File: config.mk
export PLATFORM = sky130hd
export DESIGN_NAME = multicycle_ctrl
export DESIGN_NICKNAME = d
export VERILOG_FILES = /design/src/rtl/mc_ctrl_pkg.sv /design/src/rtl/mc_ctrl_imm_dec.sv /design/src/rtl/multicycle_ctrl.sv
export SDC_FILE = /design/constraint.sdc
export NUM_CORES = 1
export LEC_CHECK = 0
export CAP_MARGIN = 25
export CORE_ASPECT_RATIO = 1.2
export CORE_UTILIZATION = 45
export CTS_CLUSTER_SIZE = 16
export DETAILED_ROUTE_END_ITERATION = 8
export GPL_TIMING_DRIVEN = 0
export MAX_ROUTING_LAYER = met4
export PLACE_DENSITY = 0.74
export SYNTH_ARGS = -nofsm -noshare
export SYNTH_HDL_FRONTEND = slang
export SYNTH_SLANG_ARGS = --single-unit
export TNS_END_PERCENT = 10
File: constraint.sdc
create_clock -name clk -period 4.5 [get_ports clk]
set_input_delay 0.675 -clock clk [delete_from_list [all_inputs] [get_ports clk]]
set_output_delay 0.675 -clock clk [all_outputs]
set_load 0.02 [all_outputs]
File: src/rtl/mc_ctrl_pkg.sv
// Shared encodings for the multicycle RV32I control FSM.
// MC_CTRL_JALR_EN adds the JALRADR state and JALR opcode support.
package mc_ctrl_pkg;

    localparam logic [6:0] OP_LOAD  = 7'b0000011;
    localparam logic [6:0] OP_STORE = 7'b0100011;
    localparam logic [6:0] OP_RTYPE = 7'b0110011;
    localparam logic [6:0] OP_ITYPE = 7'b0010011;
    localparam logic [6:0] OP_BEQ   = 7'b1100011;
    localparam logic [6:0] OP_JAL   = 7'b1101111;
    localparam logic [6:0] OP_JALR  = 7'b1100111;

    typedef logic [3:0] state_t;

    localparam state_t S_FETCH    = 4'd0;
    localparam state_t S_DECODE   = 4'd1;
    localparam state_t S_MEMADR   = 4'd2;
    localparam state_t S_MEMREAD  = 4'd3;
    localparam state_t S_MEMWB    = 4'd4;
    localparam state_t S_MEMWRITE = 4'd5;
    localparam state_t S_EXECR    = 4'd6;
    localparam state_t S_EXECI    = 4'd7;
    localparam state_t S_ALUWB    = 4'd8;
    localparam state_t S_BEQ      = 4'd9;
    localparam state_t S_JAL      = 4'd10;
`ifdef MC_CTRL_JALR_EN
    localparam state_t S_JALRADR  = 4'd11;
`endif

    localparam logic [1:0] RESULT_ALUOUT = 2'b00;
    localparam logic [1:0] RESULT_DATA   = 2'b01;
    localparam logic [1:0] RESULT_ALURES = 2'b10;

    localparam logic [1:0] SRCA_PC    = 2'b00;
    localparam logic [1:0] SRCA_OLDPC = 2'b01;
    localparam logic [1:0] SRCA_RS1   = 2'b10;

    localparam logic [1:0] SRCB_RS2  = 2'b00;
    localparam logic [1:0] SRCB_IMM  = 2'b01;
    localparam logic [1:0] SRCB_FOUR = 2'b10;

    localparam logic [1:0] ALUOP_ADD   = 2'b00;
    localparam logic [1:0] ALUOP_SUB   = 2'b01;
    localparam logic [1:0] ALUOP_FUNCT = 2'b10;

    localparam logic [1:0] IMM_I = 2'b00;
    localparam logic [1:0] IMM_S = 2'b01;
    localparam logic [1:0] IMM_B = 2'b10;
    localparam logic [1:0] IMM_J = 2'b11;

    typedef struct packed {
        logic       pc_update;
        logic       branch;
        logic       adr_src;
        logic       mem_write;
        logic       ir_write;
        logic       reg_write;
        logic       instr_done;
        logic [1:0] result_src;
        logic [1:0] alu_src_a;
        logic [1:0] alu_src_b;
        logic [1:0] alu_op;
    } ctrl_t;

    // States that wait on the memory handshake and are covered by the watchdog.
    function automatic logic is_mem_state(input state_t s);
        return (s == S_FETCH) || (s == S_MEMREAD) || (s == S_MEMWRITE);
    endfunction

endpackage

File: src/rtl/mc_ctrl_imm_dec.sv
// Immediate-format select decoded straight from the opcode.
// JALR (MC_CTRL_JALR_EN) uses the I format, which is the default arm.
module mc_imm_dec
    import mc_ctrl_pkg::*;
(
    input  logic [6:0] op,
    output logic [1:0] imm_src
);

    always_comb begin
        case (op)
            OP_STORE: imm_src = IMM_S;
            OP_BEQ:   imm_src = IMM_B;
            OP_JAL:   imm_src = IMM_J;
            default:  imm_src = IMM_I;
        endcase
    end

endmodule

File: src/rtl/multicycle_ctrl.sv
// Multicycle RV32I control FSM with memory-ready stalls and a stall watchdog.
// Define MC_CTRL_JALR_EN to accept JALR via the JALRADR state.
module multicycle_ctrl
    import mc_ctrl_pkg::*;
#(
    parameter int unsigned TIMEOUT_CYCLES = 255
) (
    input  logic       clk,
    input  logic       rst_n,
    input  logic [6:0] Op,
    input  logic       Zero,
    input  logic       mem_ready,
    output logic       PCWrite,
    output logic       AdrSrc,
    output logic       MemWrite,
    output logic       IRWrite,
    output logic       RegWrite,
    output logic [1:0] ResultSrc,
    output logic [1:0] ALUSrcA,
    output logic [1:0] ALUSrcB,
    output logic [1:0] ALUOp,
    output logic [1:0] ImmSrc,
    output logic       instr_done,
    output logic       illegal_op,
    output logic       mem_timeout
);

    localparam int CNT_W   = (TIMEOUT_CYCLES > 0) ? $clog2(TIMEOUT_CYCLES + 1) : 1;
    localparam int EXP_INT = (TIMEOUT_CYCLES > 0) ? int'(TIMEOUT_CYCLES) - 1 : 0;
    localparam logic [CNT_W-1:0] CNT_MAX = '1;
    localparam logic [CNT_W-1:0] CNT_EXP = CNT_W'(EXP_INT);

    state_t           state, next_state;
    logic [CNT_W-1:0] wait_cnt;
    logic             stalled, timeout, illegal;
    ctrl_t            ctrl;

    assign stalled = is_mem_state(state) && !mem_ready;
    assign timeout = (TIMEOUT_CYCLES != 0) && stalled && (wait_cnt == CNT_EXP);

    function automatic ctrl_t decode_ctrl(input state_t s, input logic ready);
        ctrl_t c;
        c = '0;
        case (s)
            S_FETCH: begin
                c.result_src = RESULT_ALURES;
                c.alu_src_a  = SRCA_PC;
                c.alu_src_b  = SRCB_FOUR;
                c.ir_write   = ready;
                c.pc_update  = ready;
            end
            S_DECODE: begin
                c.alu_src_a = SRCA_OLDPC;
                c.alu_src_b = SRCB_IMM;
            end
            S_MEMADR: begin
                c.alu_src_a = SRCA_RS1;
                c.alu_src_b = SRCB_IMM;
            end
            S_MEMREAD:  c.adr_src = 1'b1;
            S_MEMWB: begin
                c.result_src = RESULT_DATA;
                c.reg_write  = 1'b1;
                c.instr_done = 1'b1;
            end
            S_MEMWRITE: begin
                c.adr_src    = 1'b1;
                c.mem_write  = 1'b1;
                c.instr_done = ready;
            end
            S_EXECR: begin
                c.alu_src_a = SRCA_RS1;
                c.alu_src_b = SRCB_RS2;
                c.alu_op    = ALUOP_FUNCT;
            end
            S_EXECI: begin
                c.alu_src_a = SRCA_RS1;
                c.alu_src_b = SRCB_IMM;
                c.alu_op    = ALUOP_FUNCT;
            end
            S_ALUWB: begin
                c.reg_write  = 1'b1;
                c.instr_done = 1'b1;
            end
            S_BEQ: begin
                c.alu_src_a  = SRCA_RS1;
                c.alu_src_b  = SRCB_RS2;
                c.alu_op     = ALUOP_SUB;
                c.branch     = 1'b1;
                c.instr_done = 1'b1;
            end
            S_JAL: begin
                c.alu_src_a = SRCA_OLDPC;
                c.alu_src_b = SRCB_FOUR;
                c.pc_update = 1'b1;
            end
`ifdef MC_CTRL_JALR_EN
            S_JALRADR: begin
                c.alu_src_a = SRCA_RS1;
                c.alu_src_b = SRCB_IMM;
            end
`endif
            default: c = '0;
        endcase
        return c;
    endfunction

    always_comb begin
        // NOTE: every signal gets a default first so no path through the case infers a latch.
        next_state = state;
        illegal    = 1'b0;
        case (state)
            S_FETCH:    if (mem_ready) next_state = S_DECODE;
            S_DECODE: begin
                case (Op)
                    OP_LOAD, OP_STORE: next_state = S_MEMADR;
                    OP_RTYPE:          next_state = S_EXECR;
                    OP_ITYPE:          next_state = S_EXECI;
                    OP_BEQ:            next_state = S_BEQ;
                    OP_JAL:            next_state = S_JAL;
`ifdef MC_CTRL_JALR_EN
                    OP_JALR:           next_state = S_JALRADR;
`endif
                    default: begin
                        next_state = S_FETCH;
                        illegal    = 1'b1;
                    end
                endcase
            end
            S_MEMADR:   next_state = (Op == OP_LOAD) ? S_MEMREAD : S_MEMWRITE;
            S_MEMREAD:  if (mem_ready) next_state = S_MEMWB;
            S_MEMWRITE: if (mem_ready) next_state = S_FETCH;
            S_EXECR,
            S_EXECI:    next_state = S_ALUWB;
            S_JAL:      next_state = S_ALUWB;
`ifdef MC_CTRL_JALR_EN
            S_JALRADR:  next_state = S_JAL;
`endif
            default:    next_state = S_FETCH;
        endcase
        if (timeout) next_state = S_FETCH;
    end

    // NOTE: state uses non-blocking assignments so every flop samples pre-edge values.
    always_ff @(posedge clk or negedge rst_n) begin
        if (!rst_n) begin
            state    <= S_FETCH;
            wait_cnt <= '0;
        end else begin
            state <= next_state;
            if ((next_state != state) || timeout)
                wait_cnt <= '0;
            else if (stalled && (wait_cnt != CNT_MAX))
                wait_cnt <= wait_cnt + CNT_W'(1);
        end
    end

    assign ctrl = decode_ctrl(state, mem_ready);

    // Enables are forced low while reset is asserted and on a watchdog expiry.
    assign PCWrite     = rst_n & (ctrl.pc_update | (ctrl.branch & Zero));
    assign MemWrite    = rst_n & ctrl.mem_write & ~timeout;
    assign IRWrite     = rst_n & ctrl.ir_write;
    assign RegWrite    = rst_n & ctrl.reg_write;
    assign instr_done  = rst_n & ctrl.instr_done;
    assign illegal_op  = rst_n & illegal;
    assign mem_timeout = rst_n & timeout;
    assign AdrSrc      = ctrl.adr_src;
    assign ResultSrc   = ctrl.result_src;
    assign ALUSrcA     = ctrl.alu_src_a;
    assign ALUSrcB     = ctrl.alu_src_b;
    assign ALUOp       = ctrl.alu_op;

    mc_imm_dec u_imm_dec (
        .op      (Op),
        .imm_src (ImmSrc)
    );

endmodule

Word level (Yosys, flattened, before mapping)
Cells that the tools add are included.
{"block": "totals", "elab_cells": 73, "inputBits": 11, "ff_bits": 12}
{"block": "classes", "n_addsub": 1, "muxes": 22, "bitwise": 11, "n_eq_ne": 19, "reduce_logical": 18}
{"op": "4-bit case mux with 5 select lines", "count": 2}
{"op": "4-bit case mux with 6 select lines", "count": 1}
{"op": "4-bit by 3-bit == test with 1-bit output, second input constant", "count": 4}
{"op": "4-bit 2-to-1 mux", "count": 4}
{"op": "8-bit 2-to-1 mux", "count": 2}
{"op": "7-bit by 6-bit == test with 1-bit output, second input constant", "count": 2}
{"op": "7-bit == test, second input constant", "count": 2}
{"op": "4-bit == test, second input constant", "count": 3}
{"op": "2-bit OR reduction", "count": 6}
{"op": "1-bit AND", "count": 9}
{"op": "8-bit by 1-bit adder with 8-bit output, second input constant", "count": 1}
{"op": "4-bit by 2-bit == test with 1-bit output, second input constant", "count": 2}
{"op": "8-bit == test, second input constant", "count": 1}
{"op": "8-bit != test, second input constant", "count": 1}
{"op": "2-bit case mux with 2 select lines", "count": 2}
{"op": "7-bit by 2-bit == test with 1-bit output, second input constant", "count": 1}
{"op": "7-bit by 5-bit == test with 1-bit output, second input constant", "count": 1}
{"op": "1-bit 2-to-1 mux", "count": 7}
{"op": "2-bit case mux with 3 select lines", "count": 1}
{"op": "3-bit OR reduction", "count": 2}
{"op": "6-bit OR reduction", "count": 1}
{"op": "4-bit by 1-bit == test with 1-bit output, second input constant", "count": 1}
{"op": "4-bit logical NOT", "count": 1}
{"op": "4-bit != test", "count": 1}
{"op": "other kinds (8)", "count": 13}

Depth between registers and ports, before layout
Gate-level depths: netlist of run 1.
{"block": "logic_depth", "ltp_word": 9, "ltp_mapped": 8, "ltp_nobuf": 6}

Hierarchy
A second synthesis of run 1 with hierarchy kept.
{"block": "hier_totals", "cells_unflattened": 160, "hier_area_um2": 1277.5}
{"mod": "multicycle_ctrl", "cells_each": 154, "instances": 1, "area_per_inst_um2": 1233.7}
{"mod": "mc_imm_dec", "cells_each": 6, "instances": 1, "area_per_inst_um2": 43.8}

Least setup slack after synthesis of run 1
OpenSTA, ideal clock, no wires.
{"block": "synth_timing", "path_type": "input to output", "from": "input mem_ready", "to": "output MemWrite", "arrival_time_ps": 2153, "setup_slack_ps": 1672, "path_stages": 5, "required_time_ps": 3825, "cell_sequence": "clkbuf_1 -> nor3_1 -> a22oi_1 -> nor2_1 -> nor4_1"}
{"block": "synth_between", "elab_chain_cells": 5}
{"element": "start: declaration", "line_no": "multicycle_ctrl.sv:12", "rtl": "input logic mem_ready,"}
{"element": "1-bit logical NOT", "line_no": "multicycle_ctrl.sv:38", "rtl": "assign stalled = is_mem_state(state) && !mem_ready;"}
{"element": "1-bit logical AND", "line_no": "multicycle_ctrl.sv:38"}
{"element": "1-bit logical AND", "line_no": "multicycle_ctrl.sv:39", "rtl": "assign timeout = (TIMEOUT_CYCLES != 0) && stalled && (wait_cnt == CNT_EXP);"}
{"element": "1-bit inverter", "line_no": "multicycle_ctrl.sv:162", "rtl": "assign MemWrite = rst_n & ctrl.mem_write & ~timeout;"}
{"element": "1-bit AND", "line_no": "multicycle_ctrl.sv:162"}
{"element": "end: declaration", "line_no": "multicycle_ctrl.sv:15", "rtl": "output logic MemWrite,"}
Every way passes these cells.

Worst setup path after layout of run 1
{"block": "layout_timing", "from": "input rst_n", "to": "output MemWrite"}
{"block": "layout_between", "elab_chain_cells": 2}
{"element": "start: declaration", "line_no": "multicycle_ctrl.sv:9", "rtl": "input logic rst_n,"}
{"element": "1-bit AND (2 in series)", "line_no": "multicycle_ctrl.sv:162"}
Every way passes these cells.

==> results of run 1 <==
## flip-flops by register name, summed over array words and instances (netlist names)
name	cells
wait_cnt	8
state	4
## worst min-delay path by stage
stage | start | end | cells past startpoint
finish | wait_cnt[5]$_DFFE_PN0P_ | wait_cnt[5]$_DFFE_PN0P_ | 2
global route | wait_cnt[6]$_DFFE_PN0P_ | wait_cnt[6]$_DFFE_PN0P_ | 2
CTS | wait_cnt[5]$_DFFE_PN0P_ | wait_cnt[5]$_DFFE_PN0P_ | 2
detailed placement | wait_cnt[5]$_DFFE_PN0P_ | wait_cnt[5]$_DFFE_PN0P_ | 2
global placement | wait_cnt[5]$_DFFE_PN0P_ | wait_cnt[5]$_DFFE_PN0P_ | 2
floorplan | rst_n | state[0]$_DFF_PN0_ | 0
## metal layers
layer	global-route usage (%)	up-vias	wire length, µm
met5	-	-	0
met4	9.921	0	89
met3	2.848	8	118
met2	40.95	35	1524
met1	26.07	577	1180
li1	-	601	-
## Yosys cell counts, types with 3 or more instances
cell type	count
clkbuf_1	3
nand2_1	9
buf_1	3
nor2_1	21
o21ai_0	7
nor4b_1	3
a21oi_1	8
inv_1	5
xnor2_1	5
nor3b_1	3
and3_1	4
buf_2	3
nand3_1	4
nor4_1	3
xor2_1	6
dfrtp_1	12
nand4_1	3
nor3_1	7
nand2b_1	4
## logic make-up (layout without fill, tap and decap cells)
family,Yosys count,in the layout
compound gates,30,30
xor+xnor,11,11
fa+ha+maj,2,2
buf+inv,15,44
flops,12,12
mux,2,2
simple gates,76,76
## worst min-delay path, stage by stage (launching register included)
cell and delay, ns:
dfrtp_1 0.36, xor2_1 0.08, nor2_1 0.09
## power groups by stage
stage               combinational (W)  sequential [W]  clock (W)
CTS                          0.000113        0.000121  0.0000661
detailed placement           0.000112        0.000123          0
floorplan                   0.0000723        0.000121          0
global route                 0.000123        0.000121  0.0000697
finish                       0.000112        0.000121  0.0000630
global placement             0.000110        0.000122          0
## cell type report
type / count / area, µm²
plain buffers: 10 / 45.04
clock buffers: 3 / 22.52
fillers: 214 / 882.1
inverters: 5 / 18.77
multi-input cells: 121 / 785.8
flip-flops and latches: 12 / 300.3
well taps: 31 / 38.79
repair buffers: 26 / 260.3
## stage by stage
stage / total power (W) / cell area, µm²
after global routing: 0.0003143 / 1471
after CTS: 0.0002995 / 1471
final: 0.0002961 / 1471
after floorplan: 0.0001931 / 1150
after global placement: 0.0002326 / 1449
after detailed placement: 0.0002349 / 1449
==> results_dict.tcl, run 1 <==
set metrics [dict create \
    status "finished, final reports clean" \
    rrSetupSlack_ns 2.27 \
    end_kind "output port" \
    cts_tree "yes" \
    cts-htree-levels 1 \
    fin_nets 192 \
    io_pins 29 \
    synth_xor_area_share_pct 8.379 \
    synth_compound_area_share_pct 18.93 \
    die_y_um 57.38 \
    whs_ns 0.5613 \
    cts_made_buffers 3 \
    wire_per_inst_um 14.00 \
    ys.flop_type "dfrtp_1" \
    synth_area_per_cell_um2 7.769 \
    leakage_nw 0.5761 \
    vias 1221 \
    yosys.area.top_type "dfrtp_1" \
    ys_seq_area_share_pct 26.12 \
    numPortBuffers 26 \
    crit_start "rst_n" \
    fin_worst_skew_ns 0.003307 \
    ys_types 48 \
    dr.first_iter.drc_count 22 \
    cp.required_ns 3.83 \
    cpMaxStageDelayCell "clkdlybuf4s50_1" \
    worst_hold_path_type "flip-flop to flip-flop" \
    p_int_w 0.0001941 \
    final_util_pct 62.52 \
    drc_errors 0 \
    place_ws_ns 1.012 \
    coreArea_um2 2354 \
    layout_common_cells "clkdlybuf4s50_1, nor2_1, dfrtp_1, nand2_1, a21oi_1" \
    synth_area_leaders "dfrtp_1, nor2_1, xor2_1" \
    clockRootBuffer "clkbuf_4" \
    r2r_end "wait_cnt[7]$_DFFE_PN0P_" \
    synthMuxAreaShare_pct 1.850 \
    syn_inst 148 \
    post_cts_buffers 0 \
    drive_gt1_share_pct 8.475 \
    setup_viol 0 \
    combPwrFrac_pct 37.9 \
    clock_latency_ns 0.26 \
    path_buf_inv 3 \
    crit_top_cell "clkdlybuf4s50_1" \
    synthAdderAreaFrac_pct 2.176 \
    rsz0062_at_grt "false" \
    clockBufferDepth 2 \
    cp-endpoint "MemWrite" \
    mostFrequentLayoutCell "clkdlybuf4s50_1" \
    clk_pin_slew_worst_paths_ns 0.07 \
    slew_viol_final 0 \
    yosys_warnings 0 \
    synth_edf_count 0 \
    async_reset_ff_share_pct 100.0 \
    arrival_ns 2.80 \
    worst_ir_drop_vdd_uv 121.6 \
    critPathTopFamily "buffers and inverters" \
    fp.dieArea_um2 2762 \
    ys_ff_latch 12 \
    postCtsHoldBufs 0 \
    overflow 0 \
    instances_no_fill 208 \
    timing.final.ws_setup_ns 1.029 \
    antenna_found_initial 0 \
    drt_first_pass_iters 4 \
    fin_tns_setup_ns 0 \
    reg2reg_from "state[1]$_DFF_PN0_" \
    path_cells "clkdlybuf4s50_1 -> inv_1 -> nor4_1 -> clkdlybuf4s50_1" \
    area_delta_synth_final_pct 27.97 \
    ant_nets 0 \
    syn_area_um2 1150 \
    finalHoldViolations 0 \
    slowest_delay_ns 0.94 \
    clock-sinks 12 \
    reg2reg_depth 6 \
    yosys.area_share.simple_pct 37.00 \
    cp.depth 4 \
    synth.top_cell.area_share_pct 26.12 \
    fp.dieW_um 48.15 \
    synthesis.nets 161 \
    worstSetupPathType "input pin to output port" \
    totalWireLength_um 2913 \
    synth_top_family_by_area "simple AND/OR/NAND/NOR gates" \
    max_cap_viol_count 0 \
    crit_path_max_fanout 17 \
    power.switching_w 0.0001020 \
    start_kind "input pin" \
    sw_frac_of_total_pct 34.46 \
    seqPwrFrac_pct 40.9 \
    dp_hpwl_um 2271 \
    p_per_area_nw_per_um2 201.2 \
    relSlewSlack_pct 51.39 \
    dp.cells 205 \
    antenna_cells 0 \
    worst_pin_slew_ns 0.7269 \
    pwr-share-clk_pct 21.3 \
    grt_max_degree 18 \
    fmax_ghz 0.2881 \
    finalWeightedCongestion 0.8831 \
    grt_pass1_vias 1121 \
    grt_pass1_wl_um 4740 \
    ctsResizeCount 0 \
    row_count 19 \
    post-route-period-util_pct 77.13 \
    start_util_pct 48.86 \
    vias_per_cell 5.870 \
    min_period_ns 3.471 \
    grt_usage_pct 23.83 \
]
(Power assumes the default switching activity.)
==> inputs of run 2 (changes only) <==
==> constraint.sdc (replaced) <==
create_clock -name clk -period 3.6 [get_ports clk]
set_input_delay 0.54 -clock clk [delete_from_list [all_inputs] [get_ports clk]]
set_output_delay 0.54 -clock clk [all_outputs]
set_load 0.02 [all_outputs]
==> results of run 2 <==
The final DEF is identical to that of run 1. Status: finished, final reports clean.
Main changes from that run: setup slack after placement 1.012 ns -> 0.3820 ns; setup slack after layout 1.029 ns -> 0.3718 ns; start point of the critical path rst_n -> state[1]$_DFF_PN0_; register-to-register setup slack 2.27 ns -> 1.37 ns; total power 0.0002961 W -> 0.0003701 W; worst IR drop on VDD 121.6 µV -> 152.0 µV
==> inputs of run 3 (changes only) <==
--- a/config.mk
+++ b/config.mk
@@ -7,12 +7,12 @@
 export LEC_CHECK = 0
 export CAP_MARGIN = 25
 export CORE_ASPECT_RATIO = 1.2
-export CORE_UTILIZATION = 45
+export CORE_UTILIZATION = 49
 export CTS_CLUSTER_SIZE = 16
 export DETAILED_ROUTE_END_ITERATION = 8
 export GPL_TIMING_DRIVEN = 0
 export MAX_ROUTING_LAYER = met4
-export PLACE_DENSITY = 0.74
+export PLACE_DENSITY = 0.8
 export SYNTH_ARGS = -nofsm -noshare
 export SYNTH_HDL_FRONTEND = slang
 export SYNTH_SLANG_ARGS = --single-unit
==> constraint.sdc (replaced) <==
create_clock -name clk -period 3.15 [get_ports clk]
set_input_delay 0.4725 -clock clk [delete_from_list [all_inputs] [get_ports clk]]
set_output_delay 0.4725 -clock clk [all_outputs]
set_load 0.02 [all_outputs]
==> run 3 against run 2 <==
Routed wire length rose by 1.4%; hold slack got worse by 0.30 ns; critical path type unchanged; count of clock-buffer cells in the layout rose by 1.
==> results_dict.tcl, run 3 (synthesis results as in run 1) <==
set metrics [dict create \
    start_util_pct 53.74 \
    wl_met3_um 77 \
    io_pins 29 \
    drc_errors 0 \
    fill_cells 191 \
    rsz0062_at_grt "true" \
    fmax_ghz 0.3383 \
    setup_viol 0 \
    top_regs "wait_cnt (8), state (4)" \
    worst_ir_drop_vdd_uv 294.7 \
    grt_pass1_wl_um 4623 \
    cp.required_ns 2.68 \
    area_delta_synth_final_pct 30.03 \
    post_cts_buffers 0 \
    grt_usage_pct 26.22 \
    seqPwrFrac_pct 37.8 \
    drt_first_pass_iters 4 \
    crit_path_max_fanout 10 \
    vias 1228 \
    slowest_delay_ns 0.64 \
    finalWeightedCongestion 0.8618 \
    vias_per_cell 5.904 \
    path_cells "clkbuf_1 -> nor3_1 -> a22oi_2 -> nor2_2 -> nor4_1 -> clkdlybuf4s50_1" \
    top_layer_used "met4" \
    p_int_w 0.0003045 \
    start_kind "flip-flop" \
    place_ws_ns 0.1008 \
    clockRootBuffer "clkbuf_4" \
    worst_hold_path_type "input pin to async pin" \
    antenna_found_initial 0 \
    min_period_ns 2.956 \
    leakage_nw 0.5960 \
    end_kind "output port" \
    fp.dieW_um 46.22 \
    post-route-period-util_pct 93.84 \
    grt_max_degree 18 \
    dr.first_iter.drc_count 24 \
    largest_reg_flops 8 \
    multi_input_area_um2 793.3 \
    drive_gt1_share_pct 10.67 \
    die_y_um 55.07 \
    whs_ns 0.2610 \
    grt_pass1_vias 1135 \
    clock_latency_ns 0.27 \
    dr_wl_met2_um 1641 \
    cts-htree-levels 1 \
    totalWireLength_um 2953 \
    clock-sinks 12 \
    cts_made_buffers 3 \
    largest-register "wait_cnt" \
    overflow 0 \
    antenna_cells 0 \
    sw_frac_of_total_pct 33.28 \
    clockBufferDepth 2 \
    dp_hpwl_um 2265 \
    fp.dieArea_um2 2545 \
    seq_area_um2 300.3 \
    power.switching_w 0.0001519 \
    finalPower_w 0.0004564 \
    combPwrFrac_pct 36.1 \
    worst_pin_slew_ns 0.7554 \
    numPortBuffers 26 \
    row_count 18 \
    status "finished, final reports clean" \
    instances_no_fill 208 \
    mostFrequentLayoutCell "clkdlybuf4s50_1" \
    arrival_ns 2.48 \
    wl_met1_um 1199 \
    slew_viol_final 0 \
    pwr-share-clk_pct 26.1 \
    max_cap_viol_count 0 \
    coreArea_um2 2140 \
    wire_per_inst_um 14.20 \
    fin_worst_skew_ns 0.001175 \
    cts_tree "yes" \
    ant_nets 0 \
    fin_nets 192 \
    timing.final.ws_setup_ns 0.1940 \
    worstSetupPathType "flip-flop to output port" \
    relSlewSlack_pct 49.56 \
    finalHoldViolations 0 \
    cpMaxStageDelayCell "clkdlybuf4s50_1" \
    clk_pin_slew_worst_paths_ns 0.07 \
    layout_common_cells "clkdlybuf4s50_1, nor2_1, dfrtp_1, nand2_1, a21oi_1" \
    p_per_area_nw_per_um2 305.2 \
    dp.cells 204 \
]
-- run 3: critical path: cells and delay by family (launching register included) --
family	cells	cell delay (ns)
buffers and inverters	2	1.00
and+or+nand+nor	3	0.44
AOI/OAI and AO/OA	1	0.36
DFF	1	0.42
-- run 3: metrics by stage --
| stage | util [%] | cell area (µm²) | setup TNS, ns |
|---|---|---|---|
| 2_1_floorplan | - | 1150 | 0 |
| 3_3_place_gp | 67.66 | 1448 | 0 |
| 3_5_place_dp | 67.66 | 1448 | 0 |
| 4_1_cts | 69.36 | 1484 | 0 |
| 5_1_grt | 69.88 | 1495 | -0.01707 |
| 6_report | 69.88 | 1495 | 0 |
-- run 3: final timing paths --
check / start / endpoint / slack (ns) / cells after the start
worst max-delay path: state[1]$_DFF_PN0_ / MemWrite / 0.19 / 6
min in group clk: wait_cnt[7]$_DFFE_PN0P_ / wait_cnt[7]$_DFFE_PN0P_ / 0.55 / 2
worst min-delay path: rst_n / wait_cnt[5]$_DFFE_PN0P_ / 0.26 / 1
worst max register to register: state[1]$_DFF_PN0_ / wait_cnt[1]$_DFFE_PN0P_ / 0.93 / 6
worst min register to register: wait_cnt[7]$_DFFE_PN0P_ / wait_cnt[7]$_DFFE_PN0P_ / 0.55 / 2
max in group asynchronous: rst_n / wait_cnt[0]$_DFFE_PN0P_ / 2.42 / 1
-- run 3: repair_timing --
| item | in CTS | in global routing |
|---|---|---|
| endpoints found under the setup margin | 0 | 3 |
| gates resized for setup | 0 | 4 |
| hold buffers | 0 | 0 |
-- run 3: power groups by stage --
stage	Clock (W)	Sequential, W	Combinational, W
detailed placement	0	0.000175	0.000163
global placement	0	0.000174	0.000156
global route	0.000130	0.000173	0.000181
finish	0.000119	0.000172	0.000165
CTS	0.000124	0.000172	0.000164
floorplan	0	0.000173	0.000103
-- run 3: final cells by class --
type                       instances  share of cell area, %
tap                               30                  2.510
clock buffer                       4                  2.427
timing repair buffer              26                  17.57
sequential                        12                  20.08
multi-input combinational        121                  53.05
buffer                            10                  3.096
inverter                           5                  1.255
-- run 3: per-layer routing --
layer	vias up	GRT usage, %
met5	-	-
met4	0	12.25
met3	4	1.948
met2	34	51.17
met1	588	25.61
li1	602	-
